==> config.mk <==
export PLATFORM = sky130hd
export DESIGN_NAME = bus_cycle_unit
export DESIGN_NICKNAME = d
export VERILOG_FILES = /design/src/rtl/bus_pkg.sv /design/src/rtl/bus_wait_timer.sv /design/src/rtl/bus_cycle_unit.sv
export SDC_FILE = /design/constraint.sdc
export NUM_CORES = 1
export LEC_CHECK = 0
export ABC_AREA = 1
export CORE_ASPECT_RATIO = 1.1
export CORE_UTILIZATION = 43
export CTS_BUF_LIST = sky130_fd_sc_hd__clkbuf_8
export CTS_CLUSTER_SIZE = 14
export DETAILED_ROUTE_END_ITERATION = 6
export GPL_TIMING_DRIVEN = 0
export HOLD_SLACK_MARGIN = 0.03
export PLACE_DENSITY_LB_ADDON = 0.25
export SETUP_SLACK_MARGIN = 0.3
export SLEW_MARGIN = 20
export SYNTH_ARGS = -nofsm -noshare
export SYNTH_HDL_FRONTEND = slang
export SYNTH_SLANG_ARGS = --single-unit
==> constraint.sdc <==
create_clock -name phi1 -period 4.41 [get_ports phi1]
set_input_delay 1.323 -clock phi1 [delete_from_list [all_inputs] [get_ports phi1]]
set_output_delay 1.323 -clock phi1 [all_outputs]
set_load 0.02 [all_outputs]
==> src/rtl/bus_pkg.sv <==
// Shared types and status encodings for the 8085 bus cycle unit.
package bus_pkg;

    typedef enum logic [2:0] {
        CYC_OPF  = 3'd0,
        CYC_MRD  = 3'd1,
        CYC_MWR  = 3'd2,
        CYC_IORD = 3'd3,
        CYC_IOWR = 3'd4,
        CYC_INTA = 3'd5,
        CYC_HALT = 3'd6
    } cyc_type_t;

    typedef enum logic [2:0] {
        S_IDLE   = 3'd0,
        S_T1     = 3'd1,
        S_T2     = 3'd2,
        S_TW     = 3'd3,
        S_T3     = 3'd4,
        S_HALTED = 3'd5,
        S_HOLD   = 3'd6
    } bus_state_t;

    localparam logic [1:0] ST_HALT  = 2'b00;
    localparam logic [1:0] ST_WRITE = 2'b01;
    localparam logic [1:0] ST_READ  = 2'b10;
    localparam logic [1:0] ST_FETCH = 2'b11;

    // Returns {s1, s0, io_m_n} for a cycle type.
    function automatic logic [2:0] cyc_status(input cyc_type_t t);
        case (t)
            CYC_OPF:  return {ST_FETCH, 1'b0};
            CYC_MRD:  return {ST_READ,  1'b0};
            CYC_MWR:  return {ST_WRITE, 1'b0};
            CYC_IORD: return {ST_READ,  1'b1};
            CYC_IOWR: return {ST_WRITE, 1'b1};
            CYC_INTA: return {ST_FETCH, 1'b1};
            default:  return {ST_HALT,  1'b0};
        endcase
    endfunction

    function automatic logic is_read(input cyc_type_t t);
        return (t == CYC_OPF) || (t == CYC_MRD) || (t == CYC_IORD);
    endfunction

    function automatic logic is_write(input cyc_type_t t);
        return (t == CYC_MWR) || (t == CYC_IOWR);
    endfunction

endpackage

==> src/rtl/bus_wait_timer.sv <==
// Saturating count of wait-state cycles; o_timeout flags when MAX_WAIT is reached.
module bus_wait_timer #(
    parameter int MAX_WAIT = 15
) (
    input  logic i_clk,
    input  logic i_rst,
    input  logic i_clr,
    input  logic i_inc,
    output logic o_timeout
);
    localparam int CW = $clog2(MAX_WAIT + 1);

    logic [CW-1:0] r_cnt;

    always_ff @(posedge i_clk) begin
        if (i_rst || i_clr) begin
            r_cnt <= '0;
        end else if (i_inc && (r_cnt != CW'(MAX_WAIT))) begin
            r_cnt <= r_cnt + 1'b1;
        end
    end

    assign o_timeout = (r_cnt == CW'(MAX_WAIT));

endmodule

==> src/rtl/bus_cycle_unit.sv <==
// 8085 machine-cycle sequencer (T1/T2/TW/T3) with HOLD/HLDA arbitration.
// Optional wait-state timeout enabled by defining WAIT_TIMEOUT_EN.
module bus_cycle_unit
    import bus_pkg::*;
#(
    parameter int MAX_WAIT = 15,
    parameter int AW       = 16
) (
    input  logic          phi1,
    input  logic          reset,
    input  logic          cyc_start,
    output logic          cyc_ack,
    input  logic [2:0]    cyc_type,
    input  logic [AW-1:0] cyc_addr,
    input  logic [7:0]    cyc_wdata,
    output logic          cyc_done,
    output logic [7:0]    rdata,
    output logic          busy,
    input  logic          ready,
    input  logic          hold,
    output logic          hlda,
    input  logic [7:0]    ad_in,
    output logic [7:0]    ad_out,
    output logic          ad_oe,
    output logic [7:0]    a_hi,
    output logic          ctl_oe,
    output logic          ale,
    output logic          rd_n,
    output logic          wr_n,
    output logic          inta_n,
    output logic          io_m_n,
    output logic          s1,
    output logic          s0,
    output logic          bus_err
);

    bus_state_t    r_state;
    cyc_type_t     r_type;
    logic [AW-1:0] r_addr;
    logic [7:0]    r_wdata;
    logic [7:0]    r_rdata;
    logic          r_done;
    logic          r_err;
    logic          r_timeout;
    logic          r_hold_halted;

    logic w_ack;
    logic w_in_cyc;
    logic w_strobe;
    logic w_timeout;

    assign w_ack    = cyc_start && ((r_state == S_IDLE) || (r_state == S_T3)) && !hold;
    assign w_in_cyc = (r_state == S_T1) || (r_state == S_T2) || (r_state == S_TW) || (r_state == S_T3);
    assign w_strobe = (r_state == S_T2) || (r_state == S_TW) || (r_state == S_T3);

`ifdef WAIT_TIMEOUT_EN
    logic w_tmr_timeout;

    bus_wait_timer #(
        .MAX_WAIT (MAX_WAIT)
    ) u_wait_timer (
        .i_clk     (phi1),
        .i_rst     (reset),
        .i_clr     (r_state == S_T1),
        .i_inc     (((r_state == S_T2) || (r_state == S_TW)) && !ready),
        .o_timeout (w_tmr_timeout)
    );

    assign w_timeout = w_tmr_timeout && (r_state == S_TW);
`else
    logic w_unused_cfg;
    assign w_unused_cfg = (MAX_WAIT != 0);
    assign w_timeout    = 1'b0;
`endif

    // Request fields are captured only on acceptance.
    always_ff @(posedge phi1) begin
        if (w_ack) begin
            r_type  <= cyc_type_t'(cyc_type);
            r_addr  <= cyc_addr;
            r_wdata <= cyc_wdata;
        end
    end

    always_ff @(posedge phi1) begin
        if (reset) begin
            r_state       <= S_IDLE;
            r_done        <= 1'b0;
            r_err         <= 1'b0;
            r_timeout     <= 1'b0;
            r_hold_halted <= 1'b0;
            // A reset that aborts a bus cycle keeps the last read data.
            if (!w_in_cyc) begin
                r_rdata <= 8'h00;
            end
        end else begin
            r_done <= 1'b0;
            r_err  <= 1'b0;
            case (r_state)
                S_IDLE: begin
                    if (hold) begin
                        r_state       <= S_HOLD;
                        r_hold_halted <= 1'b0;
                    end else if (w_ack) begin
                        r_state <= S_T1;
                    end
                end
                S_T1: begin
                    r_timeout <= 1'b0;
                    if (r_type == CYC_HALT) begin
                        r_state <= S_HALTED;
                        r_done  <= 1'b1;
                    end else begin
                        r_state <= S_T2;
                    end
                end
                S_T2, S_TW: begin
                    if (ready) begin
                        r_state <= S_T3;
                    end else if (w_timeout) begin
                        r_state   <= S_T3;
                        r_timeout <= 1'b1;
                    end else begin
                        r_state <= S_TW;
                    end
                end
                S_T3: begin
                    if (is_read(r_type) || (r_type == CYC_INTA)) begin
                        r_rdata <= r_timeout ? 8'hFF : ad_in;
                    end
                    r_done <= 1'b1;
                    r_err  <= r_timeout;
                    if (w_ack) begin
                        r_state <= S_T1;
                    end else if (hold) begin
                        r_state       <= S_HOLD;
                        r_hold_halted <= 1'b0;
                    end else begin
                        r_state <= S_IDLE;
                    end
                end
                S_HALTED: begin
                    if (hold) begin
                        r_state       <= S_HOLD;
                        r_hold_halted <= 1'b1;
                    end
                end
                S_HOLD: begin
                    if (!hold) begin
                        r_state <= r_hold_halted ? S_HALTED : S_IDLE;
                    end
                end
                default: r_state <= S_IDLE;
            endcase
        end
    end

    // Bus pins are a pure decode of the state and the latched request.
    always_comb begin
        cyc_ack  = w_ack;
        cyc_done = r_done;
        bus_err  = r_err;
        rdata    = r_rdata;
        busy     = (r_state != S_IDLE) && (r_state != S_HOLD);
        hlda     = (r_state == S_HOLD);
        ctl_oe   = (r_state != S_HOLD);
        ale      = (r_state == S_T1);
        a_hi     = r_addr[15:8];
        ad_out   = (r_state == S_T1) ? r_addr[7:0] : r_wdata;
        ad_oe    = (r_state == S_T1) || (w_strobe && is_write(r_type));
        rd_n     = !(w_strobe && is_read(r_type));
        wr_n     = !(w_strobe && is_write(r_type));
        inta_n   = !(w_strobe && (r_type == CYC_INTA));
        {s1, s0, io_m_n} = w_in_cyc ? cyc_status(r_type) : 3'b000;
    end

endmodule

==> out/results.ini, run 1 <==
[final_layout]
antennaDiodeCount = 0
multi_input_area_sq_um = 447
fin_nets = 304
drive_gt1_share_pct = 10.2
final-seq-area_sq_um = 1150
layout.cell_area.non_filler_sq_um = 2730
area_growth_pct = 55.4
fillers = 300

[synthesis]
yosysMostFrequentCell = nand2_1
synth_fp_nets = 219
synth_cells = 179
synthArstFlopShare_pct = 0
yosysWarnings = 0
yosysTopAreaCell = edfxtp_1
avgSynthCellArea_sq_um = 9.80
synth_common_cells = 49 x nand2_1, 35 x edfxtp_1, 25 x nor2_1
seq_area_frac_synth_pct = 65.6
ys_types = 19
ys_ff_latch = 40
synth_edf_count = 35
synth-main-ff-cell = edfxtp_1
synthesis.area_sq_um = 1750
synth.top_cell.area_share_pct = 59.9
synthTopCellsByArea = edfxtp_1 60%, nand2_1 10%, dfxtp_1 5.7%

[clocking]
clkTransAtPathRegs_ps = 80
cts_hold_buf = 0
numClockSinks = 40
cts-htree-levels = 2
insertion_delay_ps = 290
cts_made_buffers = 5
clock_path_buffers = 2
root_buffer = clkbuf_8
cts_tree = yes

[floorplan]
num_rows = 23
die_x_um = 62.9
io_pins = 78
die_height_um = 69.0
core_area_sq_um = 3770
initial_core_util_pct = 46.5
dieArea_sq_um = 4340

[hold_path]
hold_path_end = r_hold_halted$_SDFFE_PP0P_
worstHoldStart = r_hold_halted$_SDFFE_PP0P_
hold_depth = 2
hold_path.class = flop to flop

[sta]
fin_setup_tns_ps = 0
maxSlewHeadroom_pct = 52.3
rsz0062_at_grt = no
finalCritPeriodShare_pct = 89.8
worstMarginPinSlew_ps = 710
maxSlewViolCount = 0
hold_slack_ps = 489
fmax_ghz = 0.252
finalSetupViolCount = 0
fin_skew_ps = 5.43
hold_viol = 0
finalCriticalPeriod_ps = 3960

[critical_path]
endpoint_kind = output port
critical_path_arrival_ps = 2640
crit_start = hold
cp-start-kind = input port
crit_family = buffers and inverters
cp_slowest_stage_delay_ps = 500
reg2reg_from = r_type[2]$_DFFE_PP_
r2r-end = rdata[7]$_SDFFCE_PP0P_
worst-path-stages = 5
reg2reg_depth = 4
cp.required_ps = 3090
worstSetupPathType = input port to output port
rrSetupSlack_ps = 2590
crit_path_max_fanout = 7
slowest_stage = clkdlybuf4s50_1
worst-path-buf-inv = 3
worstPathCellList = clkdlybuf4s50_1, inv_2, nand2_1, nor2_4, dlygate4sd2_1

[pwr]
power_density_nw_per_um2 = 405
power_switching_mw = 0.294
p_clk_share_pct = 31.1
p_int_mw = 0.811
power_frac_seq_pct = 42.5
vdd_drop_max_mv = 0.225
p_leak_nw = 1.18
swShare_pct = 26.6
combPwrFrac_pct = 26.4

[routing]
drtPass1Iterations = 4
via_per_inst = 4.60
drc = 0
wl_um = 3800
ant_nets = 0
vias = 1445
initialDrtViolationCount = 60
post_drt_wl_per_cell_um = 12.1

[global_routing]
grt_usage_pct = 18.9
grt_pass1_vias = 1282
grt_antenna_before_repair = 0
grt_max_degree = 15
grt-ovfl-total = 0
grt_pass1_wl_um = 6060

[placement]
routabilityCongestion = 0.830
dp_hpwl_um = 2790
portBuffers = 76
place_area_sq_um = 2580

[run]
drv_cap = 0

[run_status]
status = completed

==> power by group through the flow <==
stage          sequential [mW]  combinational, mW  clock, mW
2_1_floorplan            0.491              0.132          0
3_3_place_gp             0.477              0.283          0
3_5_place_dp             0.478              0.288          0
4_1_cts                  0.469              0.294      0.349
5_1_grt                  0.472              0.316      0.363
6_report                 0.469              0.292      0.344
==> metal layers <==
metal | up-vias | share of wire, % | GRT usage [%]
met5 | - | 0 | 0
met4 | 0 | 1.9 | 7.85
met3 | 8 | 5.3 | 4.44
met2 | 60 | 51 | 34.1
met1 | 641 | 41 | 21.7
li1 | 736 | - | -
==> kinds of logic (layout without fill, tap and decap cells) <==
logic type	Yosys count	count (layout)	share of synthesized area, %
DFF	40	40	65.6
buffers and inverters	36	120	9.70
xor gates and xnor gates	1	1	0.499
other	1	1	0.214
AOI/OAI and AO/OA	11	11	3.14
and+or+nand+nor	90	91	20.8
==> stage by stage <==
stage,util (%),std cells,power [mW],worst slack [ps]
after detailed placement,68.6,305,0.766,-459
after global routing,72.3,314,1.15,396
after CTS,72.3,314,1.11,457
after global placement,68.4,305,0.760,-903
after floorplan,-,179,0.623,653
final,72.3,314,1.10,448
==> registers in the layout (all words and copies together), names as in the netlist <==
signal and flops:
r_state 3, r_addr 16, rdata 8, r_type 3
cyc_done 1, r_wdata 8, r_hold_halted 1
==> placed cells by master (no fill, tap or decap) <==
master           count
dlygate4sd2_1        1
bufinv_16            2
inv_2                6
nand3_1             11
buf_4               10
conb_1               1
buf_2                1
or2_1                1
nor2_2               2
nand3b_1             1
nand4_1              2
clkbuf_8             5
dfxtp_1              5
clkdlybuf4s50_1     75
xor2_1               1
o21ai_0              2
nand2_1             49
nor2_4               1
inv_1               19
edfxtp_1            35
nor2_1              24
o21ai_1              3
clkbuf_1             1
a21oi_1              6
==> tightest hold or removal path: cells and delay by family (launching register included) <==
family	cells	cell delay [ps]
DFF	1	320
AOI/OAI and AO/OA	2	130
==> layout make-up <==
cell class	instances	area share, %
Inverter	25	3.44
Multi-Input combinational cell	104	16.4
Clock buffer	5	2.52
Timing Repair Buffer	77	28.1
Clock inverter	2	2.20
Tap cell	50	2.29
Sequential cell	40	42.2
Buffer	11	2.80
==> how the worst max path moves through the flow <==
stage	to	slack, ps
after global placement	cyc_ack	-900
after detailed placement	cyc_ack	-460
after floorplan	cyc_ack	650
final	cyc_ack	450
after CTS	cyc_ack	460
after global routing	cyc_ack	400
==> what timing repair did <==
action | 4_1_cts | 5_1_grt
setup endpoints to repair | 1 | 0
hold endpoints to repair | 0 | 0
buffers inserted | 1 | 0
gates resized for setup | 2 | 0
(Power assumes the default switching activity.)
==> inputs of run 2 (changes only) <==
--- a/config.mk
+++ b/config.mk
@@ -15,6 +15,7 @@
 export HOLD_SLACK_MARGIN = 0.03
 export PLACE_DENSITY_LB_ADDON = 0.25
 export SETUP_SLACK_MARGIN = 0.3
+export SKIP_CTS_REPAIR_TIMING = 1
 export SLEW_MARGIN = 20
 export SYNTH_ARGS = -nofsm -noshare
 export SYNTH_HDL_FRONTEND = slang
==> out/results.ini, run 2 (same netlist as run 1, synthesis figures left out) <==
[pwr]
p_clk_share_pct = 31.1
power_density_nw_per_um2 = 405
p_int_mw = 0.811
power_switching_mw = 0.295
p_leak_nw = 1.19
combPwrFrac_pct = 26.5
swShare_pct = 26.7
vdd_drop_max_mv = 0.227
power_frac_seq_pct = 42.4

[sta]
hold_viol = 0
fmax_ghz = 0.261
fin_setup_tns_ps = 0
finalSetupViolCount = 0
maxSlewViolCount = 0
rsz0062_at_grt = no
maxSlewHeadroom_pct = 52.4
finalCriticalPeriod_ps = 3830
fin_skew_ps = 6.19
hold_slack_ps = 489
worstMarginPinSlew_ps = 709
finalCritPeriodShare_pct = 86.9

[clocking]
insertion_delay_ps = 280
cts_tree = yes
root_buffer = clkbuf_8
clock_path_buffers = 2
cts_made_buffers = 5
cts-htree-levels = 2
numClockSinks = 40
clkTransAtPathRegs_ps = 80

[floorplan]
io_pins = 78
dieArea_sq_um = 4340
die_height_um = 69.0
core_area_sq_um = 3770
initial_core_util_pct = 46.5
num_rows = 23
die_x_um = 62.9

[final_layout]
antennaDiodeCount = 0
final_common_cell = clkdlybuf4s50_1
area_growth_pct = 55.6
layout_common_cells = 75 x clkdlybuf4s50_1, 49 x nand2_1, 35 x edfxtp_1
fin_nets = 304
largest_register_ffs = 16
drive_gt1_share_pct = 10.2
fillers = 296
regMostFlops = r_addr

[critical_path]
reg2reg_from = r_type[2]$_DFFE_PP_
crit_start = hold
crit_path_max_fanout = 7
worst-path-buf-inv = 3
worstPathCellList = clkdlybuf4s50_1, inv_2, nand2_1, nor2_4, dlymetal6s2s_1
crit_family = buffers and inverters
endpoint_kind = output port
slowest_stage = clkdlybuf4s50_1
reg2reg_depth = 4
r2r-end = rdata[7]$_SDFFCE_PP0P_
worstSetupPathType = input port to output port
rrSetupSlack_ps = 2590
critical_path_arrival_ps = 2510
cp-start-kind = input port
cp.required_ps = 3090
cp_slowest_stage_delay_ps = 500

[global_routing]
grt_usage_pct = 18.1
grt_pass1_vias = 1248
grt_antenna_before_repair = 0
grt_pass1_wl_um = 5860
grt_max_degree = 29
grt-ovfl-total = 0

[run]
drv_cap = 0

[routing]
wl_um = 3840
drtPass1Iterations = 4
vias = 1446
initialDrtViolationCount = 65
drc = 0
via_per_inst = 4.61
ant_nets = 0
post_drt_wl_per_cell_um = 12.2

[placement]
dp_hpwl_um = 2790
portBuffers = 76
routabilityCongestion = 0.830

[hold_path]
worstHoldStart = r_hold_halted$_SDFFE_PP0P_
hold_path.class = flop to flop
hold_depth = 2
hold_path_end = r_hold_halted$_SDFFE_PP0P_

[run_status]
status = completed

## run 2: power groups by stage
stage          sequential (mW)  clock, mW  combinational (mW)
2_1_floorplan            0.491          0               0.132
3_3_place_gp             0.477          0               0.283
3_5_place_dp             0.478          0               0.288
4_1_cts                  0.470      0.349               0.290
5_1_grt                  0.472      0.363               0.317
6_report                 0.469      0.344               0.293
## run 2: layout make-up
class / instances / area, sq um / area share (%)
multi-input cells: 104 / 447 / 16.4
well taps: 50 / 62.6 / 2.29
plain buffers: 11 / 76.3 / 2.80
flip-flops and latches: 40 / 1150 / 42.2
inverters: 25 / 93.8 / 3.44
clock inverters: 2 / 60.1 / 2.20
repair buffers: 77 / 771 / 28.2
clock buffers: 5 / 68.8 / 2.52
## run 2: worst max-delay path by stage
stage / to / slack, ps / depth (start not counted)
floorplan: cyc_ack / 650 / 3
global placement: cyc_ack / -900 / 5
detailed placement: cyc_ack / -460 / 5
CTS: cyc_ack / -460 / 5
global route: cyc_ack / 520 / 5
finish: cyc_ack / 580 / 5
## run 2: stage by stage
step	total power, mW	utilization, %	cells	setup slack (ps)	instance area (sq um)
floorplan	0.623	-	179	653	1760
detailed placement	0.766	68.6	305	-459	2580
global route	1.15	72.4	314	522	2730
global placement	0.760	68.4	305	-903	2580
finish	1.11	72.4	314	576	2730
CTS	1.11	72.0	312	-460	2710
## run 2: worst register-to-register path, cell delays in order (launching register included)
cell	delay (ps)
edfxtp_1	470
or2_1	300
a21oi_1	200
nand3_1	90
o21ai_1	390
## run 2: routing by layer
layer  vias to the layer above  share of wire [%]  GRT usage (%)
met1                       647                 42           21.2
met5                         -                  0              0
met3                         7                4.7           4.44
li1                        734                  -              -
met4                         0                1.5           7.27
met2                        58                 51           32.4
==> inputs of run 3 (changes only) <==
--- a/config.mk
+++ b/config.mk
@@ -6,6 +6,7 @@
 export NUM_CORES = 1
 export LEC_CHECK = 0
 export ABC_AREA = 1
+export CAP_MARGIN = 20
 export CORE_ASPECT_RATIO = 1.1
 export CORE_UTILIZATION = 43
 export CTS_BUF_LIST = sky130_fd_sc_hd__clkbuf_8
@@ -14,6 +15,7 @@
 export GPL_TIMING_DRIVEN = 0
 export HOLD_SLACK_MARGIN = 0.03
 export PLACE_DENSITY_LB_ADDON = 0.25
+export RECOVER_POWER = 100
 export SETUP_SLACK_MARGIN = 0.3
 export SKIP_CTS_REPAIR_TIMING = 1
 export SLEW_MARGIN = 20
==> out/results.ini, run 3 (same netlist as run 1, synthesis figures left out) <==
[run_status]
status = completed

[clocking]
root_buffer = clkbuf_8
clock_path_buffers = 2
insertion_delay_ps = 290
cts_tree = yes
numClockSinks = 40
cts-htree-levels = 2
clkTransAtPathRegs_ps = 80
cts_made_buffers = 5

[pwr]
combPwrFrac_pct = 24.7
vdd_drop_max_mv = 0.220
p_int_mw = 0.789
swShare_pct = 26.9
power_frac_seq_pct = 43.4
power_switching_mw = 0.290
p_clk_share_pct = 31.9
p_leak_nw = 1.20
power_density_nw_per_um2 = 399

[critical_path]
reg2reg_from = r_state[1]$_SDFFE_PP0P_
crit_path_max_fanout = 7
endpoint_kind = output port
cp.required_ps = 3090
worstSetupPathType = input port to output port
rrSetupSlack_ps = 2280
reg2reg_depth = 3
r2r-end = rdata[7]$_SDFFCE_PP0P_
cp-start-kind = input port
critical_path_arrival_ps = 2760

[global_routing]
grt_max_degree = 29
grt_pass1_vias = 1248
grt_usage_pct = 18.1
grt-ovfl-total = 0
grt_antenna_before_repair = 0
grt_pass1_wl_um = 5860

[floorplan]
dieArea_sq_um = 4340
die_height_um = 69.0
num_rows = 23
initial_core_util_pct = 46.5
core_area_sq_um = 3770
io_pins = 78
die_x_um = 62.9

[final_layout]
multi_input_area_sq_um = 434
fin_nets = 304
antennaDiodeCount = 0
layoutNonFillerInstCount = 314
fillers = 302
final_common_cell = dlygate4sd3_1
final-seq-area_sq_um = 1150
layout_common_cells = 62 x dlygate4sd3_1, 49 x nand2_1, 35 x edfxtp_1
drive_gt1_share_pct = 7.20
area_growth_pct = 54.1
largest_register_ffs = 16
regMostFlops = r_addr
final_core_util_pct = 71.7

[sta]
fin_setup_tns_ps = 0
fin_ws_ps = 323
fmax_ghz = 0.245
fin_skew_ps = 6.27
hold_viol = 0
worstMarginPinSlew_ps = 1160
finalSetupViolCount = 0
hold_slack_ps = 489
finalCriticalPeriod_ps = 4090
rsz0062_at_grt = no
maxSlewHeadroom_pct = 22.4
maxSlewViolCount = 0
finalCritPeriodShare_pct = 92.7

[placement]
dp_hpwl_um = 2790
place_ws_ps = -459
dp.cells = 305
portBuffers = 76
routabilityCongestion = 0.830

[routing]
wl_um = 3830
via_per_inst = 4.62
post_drt_wl_per_cell_um = 12.2
initialDrtViolationCount = 55
drc = 0
vias = 1452
drtPass1Iterations = 4
ant_nets = 0

[hold_path]
hold_path.class = flop to flop
hold_depth = 2
worstHoldStart = r_hold_halted$_SDFFE_PP0P_
hold_path_end = r_hold_halted$_SDFFE_PP0P_

[run]
drv_cap = 0

==> run 3: cell types whose count changed in the layout (fill, tap and decap cells not counted), moves of 2 or more <==
| cell | delta |
|---|---|
| inv_2 | -3 |
| nor2_2 | -2 |
| clkdlybuf4s50_1 | -62 |
| inv_1 | +3 |
| clkbuf_1 | +3 |
| nor2_1 | +3 |
| dlygate4sd3_1 | +62 |
==> run 3: per-stage QoR <==
| step | cell area (sq um) | power (mW) |
|---|---|---|
| after floorplan | 1760 | 0.623 |
| after global routing | 2700 | 1.13 |
| final | 2700 | 1.08 |
| after CTS | 2710 | 1.11 |
| after detailed placement | 2580 | 0.766 |
| after global placement | 2580 | 0.760 |
==> run 3: worst max-delay path, stage by stage <==
cell	delay, ps
dlygate4sd3_1	610
inv_1	200
nand2_1	140
nor2_1	230
clkbuf_1	260
==> run 3: routing by layer <==
layer	global-route usage, %	vias up	part of all wire (%)
met2	32.4	57	52
met5	0	-	0
met3	4.44	7	4.3
met1	21.2	653	42
met4	7.27	0	1.6
li1	-	735	-
==> run 3: layout make-up <==
class / instances / area share, %
clock buffers: 5 / 2.55
multi-input cells: 104 / 16.1
inverters: 25 / 3.47
flip-flops and latches: 40 / 42.6
clock inverters: 2 / 2.22
repair buffers: 77 / 28.0
well taps: 50 / 2.31
plain buffers: 11 / 2.78
==> run 3: power groups by stage <==
| stage | Clock (mW) | Combinational [mW] | Sequential (mW) |
|---|---|---|---|
| floorplan | 0 | 0.132 | 0.491 |
| global placement | 0 | 0.283 | 0.477 |
| detailed placement | 0 | 0.288 | 0.478 |
| CTS | 0.349 | 0.290 | 0.470 |
| global route | 0.363 | 0.291 | 0.472 |
| finish | 0.345 | 0.266 | 0.468 |
==> run 3: worst max-delay path by stage <==
stage	depth (start not counted)	from	endpoint	slack, ps
finish	5	hold	cyc_ack	320
global route	5	hold	cyc_ack	300
CTS	5	hold	cyc_ack	-460
detailed placement	5	hold	cyc_ack	-460
global placement	5	hold	cyc_ack	-900
floorplan	3	hold	cyc_ack	650
